<file path="config.mk">
export PLATFORM = sky130hd
export DESIGN_NAME = stream_rr_arbiter_flat
export DESIGN_NICKNAME = d
export VERILOG_FILES = /design/src/rtl/stream_rr_arbiter_if.sv /design/src/rtl/stream_rr_arbiter.sv /design/src/flat_wrapper.sv
export SDC_FILE = /design/constraint.sdc
export NUM_CORES = 1
export LEC_CHECK = 0
export BUFFER_PORTS_ARGS = -buffer_cell sky130_fd_sc_hd__buf_4
export CAP_MARGIN = 20
export CORE_MARGIN = 5
export CORE_UTILIZATION = 28
export DETAILED_ROUTE_END_ITERATION = 8
export PLACE_DENSITY = 0.61
export SLEW_MARGIN = 25
export SYNTH_ARGS = -nofsm -noshare
export SYNTH_HDL_FRONTEND = slang
export SYNTH_SLANG_ARGS = --single-unit
</file>
<file path="constraint.sdc">
create_clock -name clk -period 1.8 [get_ports clk]
set_clock_uncertainty 0.1 [all_clocks]
set_input_delay 0.36 -clock clk [delete_from_list [all_inputs] [get_ports clk]]
set_output_delay 0.36 -clock clk [all_outputs]
set_load 0.005 [all_outputs]
</file>
<file path="src/rtl/stream_rr_arbiter_if.sv">
// ----------------------------------------------------------------------------
// stream_rr_arbiter_if
//   Bundles the signals around stream_rr_arbiter: the N_REQ requester streams
//   on one side, the shared registered output stream on the other, plus the
//   grant/busy status outputs.
//
//   Signals
//     req_valid        N_REQ              per-requester beat valid
//     req_data         N_REQ*DATA_WIDTH   requester i data at [i*DATA_WIDTH +: DATA_WIDTH]
//     req_ready        N_REQ              per-requester accept, at most one bit set
//     stream_out_valid 1                  registered output beat valid
//     stream_out_data  DATA_WIDTH         registered output beat data
//     stream_out_ready 1                  downstream accept
//     grant_id         GrantWidth         current/last granted requester
//     busy             1                  high while a burst is granted
//
//   Modports
//     master  arbiter side (drives ready, output stream and status)
//     slave   environment side (drives requests and downstream ready)
// ----------------------------------------------------------------------------
interface stream_rr_arbiter_if #(
    parameter int unsigned N_REQ      = 4,
    parameter int unsigned DATA_WIDTH = 8
);
    // A single requester still needs a 1-bit grant field.
    localparam int unsigned GrantWidth = (N_REQ > 1) ? $clog2(N_REQ) : 1;

    logic [N_REQ-1:0]            req_valid;
    logic [N_REQ*DATA_WIDTH-1:0] req_data;
    logic [N_REQ-1:0]            req_ready;
    logic                        stream_out_valid;
    logic [DATA_WIDTH-1:0]       stream_out_data;
    logic                        stream_out_ready;
    logic [GrantWidth-1:0]       grant_id;
    logic                        busy;

    modport master (
        input  req_valid,
        input  req_data,
        input  stream_out_ready,
        output req_ready,
        output stream_out_valid,
        output stream_out_data,
        output grant_id,
        output busy
    );

    modport slave (
        output req_valid,
        output req_data,
        output stream_out_ready,
        input  req_ready,
        input  stream_out_valid,
        input  stream_out_data,
        input  grant_id,
        input  busy
    );
endinterface

</file>
<file path="src/rtl/stream_rr_arbiter.sv">
// ----------------------------------------------------------------------------
// stream_rr_arbiter
//   Round-robin arbiter sharing one valid/ready stream sink between N_REQ
//   requesters. One requester is granted at a time for a burst of at most
//   MAX_BURST beats; beats pass through a one-entry registered output stage
//   that sustains one beat per clock under full-rate backpressure.
//
//   Ports
//     clk     in  clock, all state on the rising edge
//     reset   in  asynchronous active-high reset
//     bus_io  master modport of stream_rr_arbiter_if (requests, output
//             stream, grant_id, busy)
//
//   Operation
//     Idle : no beat accepted; the first valid requester found searching
//            from the priority pointer is registered as the grant.
//     Burst: only the granted requester sees ready, and only while the
//            output slot is empty or being drained this cycle. The burst
//            ends after MAX_BURST beats, or as soon as the requester is idle
//            while a slot is free; the pointer then moves past the grant.
// ----------------------------------------------------------------------------
module stream_rr_arbiter #(
    parameter int unsigned N_REQ      = 4,
    parameter int unsigned DATA_WIDTH = 8,
    parameter int unsigned MAX_BURST  = 4
) (
    input logic                 clk,
    input logic                 reset,
    stream_rr_arbiter_if.master bus_io
);
    localparam int unsigned GrantWidth = (N_REQ > 1) ? $clog2(N_REQ) : 1;
    localparam int unsigned CntWidth   = $clog2(MAX_BURST + 1);

    typedef logic [GrantWidth-1:0] idx_t;
    typedef logic [CntWidth-1:0]   cnt_t;

    localparam idx_t LastIdx  = idx_t'(N_REQ - 1);
    localparam cnt_t LastBeat = cnt_t'(MAX_BURST - 1);

    typedef enum logic [0:0] {
        StIdle,
        StBurst
    } state_e;

    state_e                state_q, state_d;
    idx_t                  ptr_q, ptr_d;
    idx_t                  grant_q, grant_d;
    cnt_t                  beat_cnt_q, beat_cnt_d;
    logic                  out_valid_q, out_valid_d;
    logic [DATA_WIDTH-1:0] out_data_q, out_data_d;

    logic [N_REQ-1:0]      ready_vec;
    logic                  slot_free;
    logic                  xfer;
    logic                  rel;
    logic                  pick_found;
    idx_t                  pick_idx;
    idx_t                  grant_next;

    // Per-requester view of the flattened data bus.
    logic [DATA_WIDTH-1:0] req_data_arr [N_REQ];

    for (genvar g = 0; g < N_REQ; g++) begin : g_unpack
        assign req_data_arr[g] = bus_io.req_data[g*DATA_WIDTH +: DATA_WIDTH];
    end

    // ------------------------------------------------------------------------
    // Round-robin pick: first valid requester at ptr, ptr+1, ... mod N_REQ.
    // The candidate index wraps by subtraction so non-power-of-2 N_REQ works.
    // ------------------------------------------------------------------------
    always_comb begin
        int unsigned cand;
        idx_t        cand_idx;
        cand       = 0;
        cand_idx   = '0;
        pick_found = 1'b0;
        pick_idx   = '0;
        for (int unsigned i = 0; i < N_REQ; i++) begin
            cand = 32'(ptr_q) + i;
            if (cand >= N_REQ) begin
                cand = cand - N_REQ;
            end
            cand_idx = idx_t'(cand);
            if (!pick_found && bus_io.req_valid[cand_idx]) begin
                pick_found = 1'b1;
                pick_idx   = cand_idx;
            end
        end
    end

    // Requester after the current grant, wrapping N_REQ-1 -> 0.
    assign grant_next = (grant_q == LastIdx) ? '0 : grant_q + 1'b1;

    // The output register can take a beat if empty or draining this cycle.
    assign slot_free = !out_valid_q || bus_io.stream_out_ready;

    // ------------------------------------------------------------------------
    // Next-state logic: arbitration FSM and output stage.
    // ------------------------------------------------------------------------
    always_comb begin
        state_d     = state_q;
        ptr_d       = ptr_q;
        grant_d     = grant_q;
        beat_cnt_d  = beat_cnt_q;
        out_valid_d = out_valid_q;
        out_data_d  = out_data_q;
        ready_vec   = '0;
        xfer        = 1'b0;
        rel         = 1'b0;

        unique case (state_q)
            StIdle: begin
                if (pick_found) begin
                    grant_d    = pick_idx;
                    beat_cnt_d = '0;
                    state_d    = StBurst;
                end
            end
            StBurst: begin
                ready_vec[grant_q] = slot_free;
                xfer = slot_free && bus_io.req_valid[grant_q];
                if (xfer) begin
                    beat_cnt_d = beat_cnt_q + 1'b1;
                end
                // Release only when a slot is free: either the last allowed
                // beat is moving now, or the requester has nothing to send.
                // A stalled output never ends the burst.
                rel = slot_free
                    && (!bus_io.req_valid[grant_q] || (beat_cnt_q == LastBeat));
                if (rel) begin
                    state_d = StIdle;
                    ptr_d   = grant_next;
                end
            end
            default: begin
                state_d = StIdle;
            end
        endcase

        // Output stage: a push wins over a pop, so pop+push keeps valid high.
        if (xfer) begin
            out_valid_d = 1'b1;
            out_data_d  = req_data_arr[grant_q];
        end else if (bus_io.stream_out_ready) begin
            out_valid_d = 1'b0;
        end
    end

    // ------------------------------------------------------------------------
    // State registers. Reset drops any held output beat.
    // ------------------------------------------------------------------------
    always_ff @(posedge clk or posedge reset) begin
        if (reset) begin
            state_q     <= StIdle;
            ptr_q       <= '0;
            grant_q     <= '0;
            beat_cnt_q  <= '0;
            out_valid_q <= 1'b0;
            out_data_q  <= '0;
        end else begin
            state_q     <= state_d;
            ptr_q       <= ptr_d;
            grant_q     <= grant_d;
            beat_cnt_q  <= beat_cnt_d;
            out_valid_q <= out_valid_d;
            out_data_q  <= out_data_d;
        end
    end

    // ------------------------------------------------------------------------
    // Outputs
    // ------------------------------------------------------------------------
    assign bus_io.req_ready        = ready_vec;
    assign bus_io.stream_out_valid = out_valid_q;
    assign bus_io.stream_out_data  = out_data_q;
    assign bus_io.grant_id         = grant_q;
    assign bus_io.busy             = (state_q == StBurst);
endmodule
</file>
<file path="src/flat_wrapper.sv">
// flat-port wrapper written by rule: the top's interface ports become plain ports
module stream_rr_arbiter_flat 
#(
    parameter int unsigned N_REQ      = 4,
    parameter int unsigned DATA_WIDTH = 8,
    parameter int unsigned MAX_BURST  = 4
)
  (clk, reset, bus_io_req_valid, bus_io_req_data, bus_io_stream_out_ready, bus_io_req_ready, bus_io_stream_out_valid, bus_io_stream_out_data, bus_io_grant_id, bus_io_busy);
  stream_rr_arbiter_if #(.N_REQ(N_REQ), .DATA_WIDTH(DATA_WIDTH)) bus_io_i ();
  input logic clk;
  input logic reset;
  input wire logic [$bits(bus_io_i.req_valid)-1:0] bus_io_req_valid;
  input wire logic [$bits(bus_io_i.req_data)-1:0] bus_io_req_data;
  input wire logic [$bits(bus_io_i.stream_out_ready)-1:0] bus_io_stream_out_ready;
  output wire logic [$bits(bus_io_i.req_ready)-1:0] bus_io_req_ready;
  output wire logic [$bits(bus_io_i.stream_out_valid)-1:0] bus_io_stream_out_valid;
  output wire logic [$bits(bus_io_i.stream_out_data)-1:0] bus_io_stream_out_data;
  output wire logic [$bits(bus_io_i.grant_id)-1:0] bus_io_grant_id;
  output wire logic [$bits(bus_io_i.busy)-1:0] bus_io_busy;
  assign bus_io_i.req_valid = bus_io_req_valid;
  assign bus_io_i.req_data = bus_io_req_data;
  assign bus_io_i.stream_out_ready = bus_io_stream_out_ready;
  assign bus_io_req_ready = bus_io_i.req_ready;
  assign bus_io_stream_out_valid = bus_io_i.stream_out_valid;
  assign bus_io_stream_out_data = bus_io_i.stream_out_data;
  assign bus_io_grant_id = bus_io_i.grant_id;
  assign bus_io_busy = bus_io_i.busy;
  stream_rr_arbiter #(.N_REQ(N_REQ), .DATA_WIDTH(DATA_WIDTH), .MAX_BURST(MAX_BURST)) u_core (.clk(clk), .reset(reset), .bus_io(bus_io_i));
endmodule
</file>
==> results of run 1 <==
## power by group through the flow
stage,Combinational (mW),Sequential (mW),Clock (mW)
finish,1.61,0.766,0.283
global route,1.74,0.795,0.312
CTS,1.47,0.756,0.289
detailed placement,1.40,0.748,0
global placement,1.36,0.739,0
floorplan,0.876,0.721,0
## worst min-delay path by stage
stage,from,endpoint
floorplan,reset,u_core.beat_cnt_q[0]
global placement,reset,u_core.bus_io.stream_out_data[0]
detailed placement,reset,u_core.bus_io.stream_out_data[0]
CTS,reset,u_core.bus_io.stream_out_valid
global route,reset,u_core.bus_io.stream_out_data[7]
finish,reset,u_core.bus_io.busy
## layer usage
layer  GRT usage [%]  share of wire, %  vias up
met5               0                 0        -
met2            21.0                52       42
li1                -                 -      467
met1            12.8                40      482
met3            1.80               7.8        2
met4            3.69              0.80        0
## cell usage after synthesis, types with 2 or more instances
cell	number
dfrtp_1	17
inv_1	10
mux4_2	9
ha_1	6
mux2_2	6
nand2_1	6
o21ai_0	5
and3_1	4
mux2_4	4
nand3_1	4
a21oi_1	3
buf_2	2
clkbuf_1	2
## through the flow
stage / power, mW / cell area, µm² / setup TNS (ns) / instances / util (%)
after floorplan: 1.60 / 1100 / 0 / 90 / -
after global placement: 2.10 / 1590 / 0 / 193 / 42.8
after detailed placement: 2.15 / 1590 / -0.0630 / 193 / 42.8
after CTS: 2.52 / 1670 / 0 / 199 / 44.8
after global routing: 2.84 / 1740 / 0 / 206 / 46.8
final: 2.66 / 1740 / 0 / 206 / 46.8
## flip-flops by register name, indices dropped and copies added (netlist names)
register                        cells
u_core.beat_cnt_q                   3
u_core.bus_io.busy                  1
u_core.bus_io.grant_id              2
u_core.bus_io.stream_out_data       8
u_core.bus_io.stream_out_valid      1
u_core.ptr_q                        2
## critical path, delay by kind of cell (launching register included)
family	cells	cell delay, ns
mux	2	0.93
flops	1	0.40
compound gates	1	0.22
## what timing repair did
item | CTS | global route
pin swaps | 0 | 1
hold buffers | 0 | 0
resized for setup | 3 | 5
setup endpoints to repair | 4 | 6
endpoints found under the hold margin | 0 | 0
gates cloned | 0 | 1
buffers inserted | 2 | 6
## layout make-up
cell class	count	area share, %
tap	48	3.46
clock inverter	1	0.288
clock buffer	3	2.38
multi-input combinational	59	36.4
sequential	17	24.5
inverter	10	2.16
timing repair buffer	68	30.8
## logic make-up (layout without fill, tap and decap cells)
kind of cell | after synthesis | count (layout)
multiplexers | 20 | 20
flip-flops | 17 | 17
AND/OR/NAND/NOR | 19 | 20
AO/OA/AOI/OAI | 13 | 13
adder cells (fa/ha/maj) | 6 | 6
buffers and inverters | 15 | 82
==> key figures, run 1 <==
Run status
  – Outcome: completed

Finish
  – # nets final: ~200
  – Commonest cells after routing, fill and taps aside: 66 x buf_4, 16 x dfrtp_1, 9 x mux4_2, 9 x inv_1
  – Most common cell after layout, fill and taps aside: buf_4
  – Layout cells sized above 1: between 60 and 70%
  – Filler instances: around 360
  – Ant diodes: 0
  – Storage cell area: between 400 and 500 µm²
  – Area growth from synthesis to layout: 58.6%
  – Multi-input gate area: 632 µm²

Timing
  – RSZ-0062 raised after global routing: true
  – Max Freq: about 570 MHz
  – Setup-failing EPs final: 0
  – Slew margin rel.: 55.9%
  – Fin crit share: a little over nine tenths
  – Tightest hold margin: ~0.11 ns
  – Final slew viol count: 0
  – Final count of hold timing violations: 0
  – Final WS setup: 0.0333 ns
  – Slew @ Worst Pin: 0.661 ns
  – Tmin final: around 1.8 ns

Drt
  – 1st-iter DRT viols: 16
  – Via Count: around 990
  – Post-route ant nets: 0
  – DRC viols: 0
  – Detailed-router iteration count before antenna repair: 4
  – Average vias per placed instance: 4.82
  – DR WL/cell: between 15 and 20 µm
  – Routed wire length: ~3100 µm

Yosys
  – Post-Syn Instances: 90
  – Yosys top cell by area: dfrtp_1
  – Most area-consuming cells after synthesis: dfrtp_1 39%, mux4_2 18%, ha_1 6.8%
  – Largest family of logic cells by synthesized area: multiplexers
  – Yosys warning count: 0
  – Top FF cell, synth: dfrtp_1
  – Post-Syn Area: between 1000 and 1500 µm²
  – Synth Area in Compound Gates: ~7.4%
  – Mux cell area share after synthesis: a little under a third
  – Post-Synth Simple-Gate Area: under 10%
  – Adder-Cell Fraction of Synth Area: under 10%
  – Syn_area_per_cell: 12.2 µm²
  – Synth top area share: about two fifths
  – Mapped Nets: about 140
  – Netlist cell types: 25
  – Number of synthesized flops with an enable pin: 0
  – Post-Synth XOR/XNOR Area: 0%
  – Asr flop ratio synth: 100%
  – #FFs+latches synth: 17
  – Register area share after synthesis: between 30% and 40%

Die
  – Die X: 72.6 µm
  – Initial Utilization: a little under 30%
  – Vert. Die Dim: just over 70 µm
  – IO Count: 55
  – Die ar.: around 5300 µm²
  – FP Rows: 22
  – Core Area: about 3700 µm²

Power
  – NetSw: slightly above 0.9 mW
  – Pint: about 1.7 mW
  – Peak VDD IR: 0.526 mV
  – Clock Power Share: between 10% and 20%
  – Leakage power total: around 0.86 nW
  – Switching share of power: a little over a third
  – Seq pwr share: 28.8%
  – Pwr dens: 1530 nW/µm²
  – Logic pwr share: approximately 61%

Clocking
  – CTS sink cnt: 17
  – CTS tree: done
  – Clk root buf: clkbuf_8
  – Htree depth: 1
  – Clock transition at path regs: approximately 0.07 ns
  – Clock latency at the later pin of the worst-skew pair: between 0.2 and 0.3 ns
  – Longest Clk Path Bufs: 2
  – CTS Buf Count: 3

Placement
  – Worst slack, placed: -0.0205 ns
  – Post-DP HPWL: about 2200 µm
  – Routability Congestion: around 0.75
  – Port bufs: 54

Global routing
  – Total GRT Usage: approximately 11%
  – Initial antenna violation count: 0
  – First-pass GRT wire length: 4700 µm
  – Largest net degree at the start of global routing: 18
  – Vias in the first global route: about 1000
  – Grt ovf: 0

Flow run
  – Max-cap violations: 0

Setup path
  – Critical path capture point type: flip-flop
  – Worst-path cell chain: mux4_2 -> a21oi_4 -> mux2_4
  – CP Class: reg -> reg
  – Crit path arrival time: 1.80 ns
  – Critical Path Sink: u_core.ptr_q[1]
  – CP startpoint kind: flip-flop
  – Worst Path Required: around 1.8 ns
  – Crit path from: u_core.bus_io.grant_id[0]
  – Worst R2R End: u_core.ptr_q[1]
  – Reg-to-Reg Start: u_core.bus_io.grant_id[0]
  – R2R Setup Slk: between 0.03 and 0.04 ns
  – Register-to-Register Path Depth: 3
  – Slowest CP cell: mux4_2
  – CP peak stage delay: approximately 0.61 ns
  – CP max FO: 4

Hold path
  – Hold Crit Class: in -> async
Note: power is estimated with default switching activity, not from simulation.
==> run 2, diff against run 1 <==
--- a/config.mk
+++ b/config.mk
@@ -11,6 +11,7 @@
 export CORE_UTILIZATION = 28
 export DETAILED_ROUTE_END_ITERATION = 8
 export PLACE_DENSITY = 0.61
+export RECOVER_POWER = 50
 export SLEW_MARGIN = 25
 export SYNTH_ARGS = -nofsm -noshare
 export SYNTH_HDL_FRONTEND = slang
==> run 2 against run 1 <==
Against the previous run:
- clock power is essentially flat
- power decreased by 0.63%
- critical path type unchanged
- non-clock buffer count stayed put
- final area fell by 0.22%
- largest power group unchanged
- via count down 0.91%
- cell count stayed put
- worst setup slack better by 0.0013 ns
==> key figures, run 2 (synthesis gave the netlist of run 1 again) <==
Power
  – NetSw: 0.928 mW
  – Total power: between 2 and 3 mW
  – Seq pwr share: 29.0%
  – Leakage power total: around 0.86 nW
  – Peak VDD IR: approximately 0.52 mV
  – Pwr dens: 1520 nW/µm²
  – Logic pwr share: 60.3%
  – Switching share of power: a little over a third
  – Clock Power Share: 10.7%
  – Pint: between 1.5 and 2 mW

Timing
  – Setup-failing EPs final: 0
  – Final slew viol count: 0
  – Tmin final: 1.77 ns
  – Slew margin rel.: 55.8%
  – Fin crit share: between 90% and 100%
  – RSZ-0062 raised after global routing: true
  – Max Freq: 566 MHz
  – Final count of hold timing violations: 0
  – Setup TNS: 0 ns
  – Slew @ Worst Pin: approximately 0.66 ns

Global routing
  – Initial antenna violation count: 0
  – Total GRT Usage: between 10% and 20%
  – First-pass GRT wire length: 4700 µm
  – Grt ovf: 0
  – Largest net degree at the start of global routing: 18
  – Vias in the first global route: a little over 1000

Drt
  – Average vias per placed instance: ~4.8
  – Via Count: 984
  – Detailed-router iteration count before antenna repair: 4
  – Routed wire length: around 3100 µm
  – Post-route ant nets: 0
  – DR WL/cell: roughly 15 µm
  – 1st-iter DRT viols: 18
  – DRC viols: 0

Setup path
  – Crit path arrival time: 1.80 ns
  – Critical path capture point type: flip-flop
  – CP startpoint kind: flip-flop
  – CP Class: reg -> reg
  – CP max FO: 4
  – Worst Path Required: 1.83 ns

Clocking
  – Clock latency at the later pin of the worst-skew pair: 0.25 ns
  – CTS Buf Count: 3
  – Htree depth: 1
  – Hold_buf cts: 0
  – Longest Clk Path Bufs: 2
  – CTS sink cnt: 17
  – Clk root buf: clkbuf_8
  – Clock transition at path regs: around 0.070 ns
  – CTS tree: done

Finish
  – Largest register FFs: 8
  – Finished layout cell area: around 1700 µm²
  – Storage cell area: 427 µm²
  – Multi-input gate area: 632 µm²
  – Most common cell after layout, fill and taps aside: buf_4
  – Area growth from synthesis to layout: 58.2%
  – Ant diodes: 0
  – Layout cells sized above 1: between 60% and 70%
  – # nets final: 204
  – Commonest cells after routing, fill and taps aside: 59 x buf_4, 16 x dfrtp_1, 9 x mux4_2, 9 x inv_1
  – Filler instances: between 300 and 400

Placement
  – Routability Congestion: 0.752
  – Post-DP HPWL: about 2200 µm
  – Port bufs: 54
  – Area after DPL: 1590 µm²

Flow run
  – Max-cap violations: 0

Die
  – IO Count: between 50 and 60
  – Die X: between 70 and 80 µm
  – Die ar.: roughly 5300 µm²
  – FP Rows: 22
  – Vert. Die Dim: approximately 73 µm
  – Core Area: 3720 µm²
  – Initial Utilization: between 20% and 30%

Hold path
  – Hold Crit Class: in -> async

Run status
  – Outcome: completed
==> run 2: final cells by class <==
cell class | count | share of cell area (%)
tap | 48 | 3.46
inverter | 10 | 2.16
clock inverter | 1 | 0.289
sequential | 17 | 24.6
clock buffer | 3 | 2.38
timing repair buffer | 68 | 30.7
multi-input combinational | 59 | 36.4
==> run 2: critical path: stages, from the launching register on <==
cell and delay, ns:
dfrtp_2 0.40, mux4_2 0.61, a21oi_4 0.22, mux2_4 0.32
==> run 2: worst paths after layout <==
path / start / to / slack, ns / depth (start not counted)
worst max-delay path: u_core.bus_io.grant_id[0] / u_core.ptr_q[1] / 0.03 / 3
worst min-delay path: reset / u_core.bus_io.busy / 0.11 / 2
worst max register to register: u_core.bus_io.grant_id[0] / u_core.ptr_q[1] / 0.03 / 3
worst min register to register: u_core.bus_io.stream_out_data[5] / u_core.bus_io.stream_out_data[5] / 0.41 / 1
max in group asynchronous: reset / u_core.bus_io.grant_id[0] / 1.03 / 2
min in group clk: u_core.bus_io.stream_out_data[5] / u_core.bus_io.stream_out_data[5] / 0.41 / 1
==> run 2: power by group through the flow <==
stage | combinational, mW | sequential, mW | clock [mW]
finish | 1.59 | 0.765 | 0.283
global route | 1.73 | 0.793 | 0.312
CTS | 1.47 | 0.756 | 0.289
detailed placement | 1.40 | 0.748 | 0
global placement | 1.36 | 0.739 | 0
floorplan | 0.876 | 0.721 | 0
==> run 2: through the flow <==
stage / hold slack, ns / utilization, % / worst slack, ns / std cells
after global routing: 0.172 / 46.7 / 0.00170 / 206
after CTS: 0.125 / 44.8 / 0.00199 / 199
after global placement: 0.377 / 42.8 / 0.0171 / 193
after detailed placement: 0.394 / 42.8 / -0.0205 / 193
final: 0.109 / 46.7 / 0.0347 / 206
after floorplan: 0.186 / - / 0.0325 / 90
==> run 2: repair_timing <==
action                     4_1_cts  5_1_grt
setup buffers                    2        6
gates cloned                     0        1
pin swaps                        0        1
resized for setup                3        5
setup endpoints to repair        4        6
==> run 2: metal layers <==
| metal | global-route usage, % | share of wire, % | vias to the layer above |
|---|---|---|---|
| met5 | 0 | 0 | - |
| met3 | 1.80 | 7.7 | 2 |
| met1 | 12.8 | 40 | 475 |
| met4 | 3.69 | 0.81 | 0 |
| li1 | - | - | 467 |
| met2 | 21.0 | 52 | 40 |
